$ cat config.mk
export PLATFORM = sky130hd
export DESIGN_NAME = pe_fx_mac
export DESIGN_NICKNAME = d
export VERILOG_FILES = /design/src/rtl/pe_fx_mac.sv
export SDC_FILE = /design/constraint.sdc
export NUM_CORES = 2
export LEC_CHECK = 0
export ABC_AREA = 1
export ABC_CLOCK_PERIOD_IN_PS = 10750
export CAP_MARGIN = 25
export CORE_MARGIN = 4
export CORE_UTILIZATION = 60
export CTS_CLUSTER_DIAMETER = 30
export DETAILED_ROUTE_END_ITERATION = 6
export GPL_TIMING_DRIVEN = 0
export HOLD_SLACK_MARGIN = 0.06
export PLACE_DENSITY_LB_ADDON = 0.05
export SLEW_MARGIN = 20
export SYNTH_ARGS = -nofsm -noshare
export SYNTH_HDL_FRONTEND = slang
export SYNTH_SLANG_ARGS = --single-unit
$ cat constraint.sdc
create_clock -name clk -period 10.75 [get_ports clk]
set_input_delay 1.6125 -clock clk [delete_from_list [all_inputs] [get_ports clk]]
set_output_delay 1.6125 -clock clk [all_outputs]
set_load 0.02 [all_outputs]
$ cat src/rtl/pe_fx_mac.sv
// Fixed-point processing element: weight memory, input-reuse buffer,
// single-cycle MAC, bias add, ReLU/identity activation with saturation.
module pe_fx_mac #(
    parameter int DW       = 16,
    parameter int FRAC     = 8,
    parameter int AW       = 40,
    parameter int DEPTH    = 64,
    parameter int ACT_RELU = 1
) (
    input  logic          clk,
    input  logic          rst,
    input  logic [2:0]    ctrl,
    input  logic          output_ctrl,
    input  logic [DW-1:0] data_in,
    input  logic          in_valid,
    output logic [DW-1:0] data_out,
    output logic          out_valid,
    output logic          buf_done,
    output logic          err
);
    localparam int PW = $clog2(DEPTH);
    localparam int CW = PW + 1;
    localparam logic signed [AW-1:0] SMAX = {{(AW-DW+1){1'b0}}, {(DW-1){1'b1}}};
    localparam logic signed [AW-1:0] SMIN = {{(AW-DW+1){1'b1}}, {(DW-1){1'b0}}};

    typedef enum logic [2:0] {
        M_IDLE, M_LOAD, M_MA, M_MAB, M_MABO, M_BIAS, M_ACT, M_ACT_CLR
    } mode_t;

    mode_t mode;
    mode_t prev_mode;

    logic [DW-1:0] wmem [DEPTH];
    logic [DW-1:0] ibuf [DEPTH];

    logic signed [AW-1:0] acc;
    logic [CW-1:0] wgt_cnt;
    logic [CW-1:0] buf_cnt;
    logic [CW-1:0] bptr;
    logic [PW-1:0] rd_ptr;
    logic [DW-1:0] res_reg;
    logic          res_vld;

    logic                   entry;
    logic                   is_buf;
    logic                   consume;
    logic                   ma_op;
    logic                   we_w;
    logic                   we_b;
    logic [CW-1:0]          wc;
    logic [CW-1:0]          bptr_eff;
    logic [CW-1:0]          rd_nxt;
    logic [PW-1:0]          rd_wrap;
    logic [DW-1:0]          w_rd;
    logic [DW-1:0]          b_rd;
    logic [DW-1:0]          mul_a;
    logic signed [2*DW-1:0] prod;
    logic signed [AW-1:0]   prod_x;
    logic signed [AW-1:0]   bias_x;
    logic signed [AW-1:0]   shv;
    logic signed [AW-1:0]   actv;
    logic [DW-1:0]          sat_v;

    assign mode  = mode_t'(ctrl);
    assign entry = (mode != prev_mode);

    // A fresh MAB/MABO pass and a fresh weight set both start at index 0
    assign bptr_eff = entry ? '0 : bptr;
    assign wc       = (mode == M_LOAD && entry) ? '0 : wgt_cnt;

    assign is_buf   = (mode == M_MAB) || (mode == M_MABO);
    assign buf_done = is_buf && (bptr_eff == buf_cnt);
    assign consume  = is_buf && !buf_done;
    assign ma_op    = (mode == M_MA) && in_valid;

    assign we_w = !rst && mode == M_LOAD && in_valid && wc != CW'(DEPTH);
    assign we_b = !rst && ma_op && buf_cnt != CW'(DEPTH);

    assign w_rd   = wmem[rd_ptr];
    assign b_rd   = ibuf[bptr_eff[PW-1:0]];
    assign mul_a  = ma_op ? data_in : b_rd;
    assign prod   = $signed(mul_a) * $signed(w_rd);
    assign prod_x = AW'(prod);
    assign bias_x = AW'($signed(data_in)) <<< FRAC;

    assign rd_nxt  = CW'(rd_ptr) + CW'(1);
    assign rd_wrap = (rd_nxt == wgt_cnt) ? '0 : rd_nxt[PW-1:0];

    always_comb begin
        shv  = acc >>> FRAC;
        actv = (ACT_RELU != 0 && shv[AW-1]) ? '0 : shv;
        if (actv > SMAX)
            sat_v = SMAX[DW-1:0];
        else if (actv < SMIN)
            sat_v = SMIN[DW-1:0];
        else
            sat_v = actv[DW-1:0];
    end

    always_ff @(posedge clk) begin
        if (we_w) wmem[wc[PW-1:0]] <= data_in;
        if (we_b) ibuf[buf_cnt[PW-1:0]] <= data_in;
    end

    always_ff @(posedge clk) begin
        if (rst) begin
            acc       <= '0;
            wgt_cnt   <= '0;
            buf_cnt   <= '0;
            bptr      <= '0;
            rd_ptr    <= '0;
            res_reg   <= '0;
            res_vld   <= 1'b0;
            data_out  <= '0;
            out_valid <= 1'b0;
            err       <= 1'b0;
            prev_mode <= M_IDLE;
        end else begin
            prev_mode <= mode;

            if (mode == M_MABO) begin
                out_valid <= consume;
                if (consume) data_out <= b_rd;
            end else begin
                data_out  <= res_reg;
                out_valid <= res_vld & output_ctrl;
            end

            unique case (mode)
                M_LOAD: begin
                    if (entry) rd_ptr <= '0;
                    if (in_valid && wc == CW'(DEPTH)) err <= 1'b1;
                    wgt_cnt <= we_w ? wc + CW'(1) : wc;
                end
                M_MA: begin
                    res_vld <= 1'b0;
                    if (in_valid) begin
                        if (wgt_cnt != '0) begin
                            acc    <= acc + prod_x;
                            rd_ptr <= rd_wrap;
                        end
                        if (buf_cnt == CW'(DEPTH)) err <= 1'b1;
                        else buf_cnt <= buf_cnt + CW'(1);
                    end
                end
                M_MAB, M_MABO: begin
                    res_vld <= 1'b0;
                    bptr    <= bptr_eff;
                    if (consume) begin
                        bptr <= bptr_eff + CW'(1);
                        if (wgt_cnt != '0) begin
                            acc    <= acc + prod_x;
                            rd_ptr <= rd_wrap;
                        end
                    end
                end
                M_BIAS: begin
                    res_vld <= 1'b0;
                    if (in_valid) acc <= acc + bias_x;
                end
                M_ACT, M_ACT_CLR: begin
                    res_reg <= sat_v;
                    res_vld <= 1'b1;
                    acc     <= '0;
                    rd_ptr  <= '0;
                    if (mode == M_ACT_CLR) buf_cnt <= '0;
                end
                M_IDLE: begin
                end
            endcase
        end
    end
endmodule

==> metrics <==
number of global-route vias before repair 75500; Max-slew headroom 20.1%; Ys Warns 0; Pins Over Slew Limit 0; 1st-pass router iterations 7; Post-synth EDFFs 2048; Startpoint Class register; FF-to-FF End acc[39]; worst slack at placement -1.39 ns; DRC 10; # hold bufs at CTS 0; critical path class register to register; routability cong. 1.02; FF+latch count, synth 2159; largest net degree at the start of global routing 99; Crit. End Element register; CTS root buffer clkbuf_16; # IOs 42; status finished with violations; Slowest cell on crit path a221oi_1; worst hold start res_reg[15]; failing checks DRC; max-cap violations 0; CP required 11.56 ns; Syn Inst Count 8466; Layout Skew 0.111 ns; synthesized cell area 101000 um^2; Worst path most repeated cell nand2_1; CTS tree done; final setup vio count 0; Cell Rows 149; DRT iter0 DRCs 13600; initial antenna violation count 19; Vias/cell 6.73; WHS Path Cells 2; asr flop ratio synth 0%; crit path max fanout 10; dominant synthesized flop cell edfxtp_1; total grt overflow 0; Post-Syn Nets 8972; Hold Crit Endpoint res_reg[15]; Final period util 98.1%; Layout Nets 9560; worst hold-check path type register to register; layout cells sized above 1 14.5%; clk slew on worst S/H paths 0.05 ns; r2r worst-path depth 34; Yosys cell types 59; TritonCTS Buffers 433; Die Ht 417 um; gr usage total 44.4%; Max Freq 94.9 MHz; die area 174000 um^2; WL final 391000 um; total clock sinks 2159; routed vias 78000; worst setup margin 0.208 ns; Final Critical Period 10.54 ns; sequential area share after synthesis 63.4%; final hold vios 0; area delta synth->final 21.3%; clock buffer depth 4; WP data arrival 11.35 ns; Mean Syn Cell Area 11.9 um^2; slowest stage delay, CP 0.90 ns; first-pass GRT wire length 545000 um; HPWL Detailed 267000 um; worst slew pin tran 1.20 ns; number of buffers added on ports 40; initial cell density of the core 60.7%; ANT nets after route 0; H-tree depth 5; Core ar. 166000 um^2; Die Wd 417 um; R2R setup slack 0.21 ns; Worst-Skew Late Latency 1.01 ns; Avg WL per Cell 33.7 um
-- final cells by class --
type	count	area (um^2)
sequential	2159	63700
fill	11000	43800
multi-input combinational	5125	32800
clock buffer	481	11200
clock inverter	300	3460
timing repair buffer	156	2900
tap	2189	2740
inverter	693	2620
buffer	486	2550
antenna	12	30.0
-- through the flow --
stage                     util, %  TNS (ns)  instances  hold WS, ns  instance area [um^2]
final                        73.6         0      11600        0.440                122000
after floorplan                 -         0       8466        0.419                101000
after global routing         73.6   -0.0327      11600        0.483                122000
after global placement       62.6    -64.53      10700        0.432                104000
after CTS                    73.4         0      11600        0.443                122000
after detailed placement     64.5    -22.64      10800        0.436                107000
-- what timing repair did --
| action | CTS | global route |
|---|---|---|
| setup endpoints to repair | 11 | 18 |
| setup buffers | 2 | 2 |
| endpoints found under the hold margin | 0 | 0 |
| pin swaps | 1 | 1 |
| resized for setup | 15 | 116 |
-- worst max-delay path, delay by kind of cell (launching register included) --
family | cells | cell delay [ns]
adder cells (fa/ha/maj) | 7 | 3.51
buffers and inverters | 11 | 2.68
flip-flops | 1 | 0.37
AO/OA/AOI/OAI | 6 | 2.40
AND/OR/NAND/NOR | 10 | 1.42
-- layer usage --
layer,track usage (%),vias up,share of wire (%)
li1,-,31700,-
met3,14.4,1639,15
met5,0.0273,-,0.013
met1,55.5,37900,33
met4,33.5,8,9.3
met2,64.8,6748,43
-- Yosys cell counts (42+ instances only) --
cell type | count | area share (%)
o211ai_1 | 106 | 0.79
nand3_1 | 738 | 3.7
o221ai_1 | 58 | 0.51
edfxtp_1 | 2048 | 61
ha_1 | 151 | 1.9
clkbuf_1 | 170 | 0.63
a21oi_1 | 498 | 2.5
buf_1 | 51 | 0.19
a32o_1 | 101 | 1.0
nand2_1 | 1790 | 6.7
buf_2 | 200 | 1.0
a221oi_1 | 171 | 1.5
a31oi_1 | 47 | 0.29
a221o_1 | 68 | 0.68
nand4_1 | 45 | 0.28
nor2_1 | 466 | 1.7
o21ai_0 | 286 | 1.4
buf_4 | 42 | 0.31
dfxtp_1 | 111 | 2.2
inv_1 | 663 | 2.5
o22ai_1 | 43 | 0.27
fa_1 | 332 | 6.6
-- how the worst max path moves through the flow --
stage	depth (start not counted)	from	endpoint
after floorplan	42	ctrl[2]	acc[37]
after global placement	33	data_in[15]	acc[35]
after global routing	47	ctrl[0]	acc[36]
after detailed placement	41	ctrl[2]	acc[35]
final	34	register	acc[39]
after CTS	42	ctrl[1]	acc[35]
-- layout by cell type, fill, tap and decap left out, types with 21 or more instances in the layout --
cell,n
clkinv_2,60
a221oi_1,164
clkbuf_2,35
nor2_4,114
inv_6,26
inv_1,661
buf_4,48
clkinv_4,29
nor2_1,336
nand2_1,1788
nand3_1,728
a211oi_1,26
edfxtp_1,2048
o211ai_1,106
xor2_1,23
clkinvlp_4,55
nor3_1,26
dfxtp_1,111
o21ai_0,284
buf_12,35
clkinv_1,69
clkdlybuf4s50_1,23
fa_1,331
o22ai_1,43
bufinv_16,64
ha_1,151
or2_2,21
a21oi_1,497
a32o_1,101
o221ai_1,58
a221o_1,68
buf_1,33
clkbuf_1,184
buf_6,55
nor2_2,24
clkbuf_16,438
buf_2,185
buf_16,51
a31oi_1,47
nand4_1,45
-- cells by family after synthesis --
kind of cell               after synthesis  synth area share (%)
AOI/OAI and AO/OA                     1492                  9.90
xor gates and xnor gates                31                 0.289
adders and majority gates              483                  8.49
buffers and inverters                 1182                  5.03
DFF                                   2159                  63.4
and+or+nand+nor                       3119                  12.9
Power is left out: the tool's default activity adds up to more than one toggle a clock period on the data nets, which glitch-free logic cannot reach.
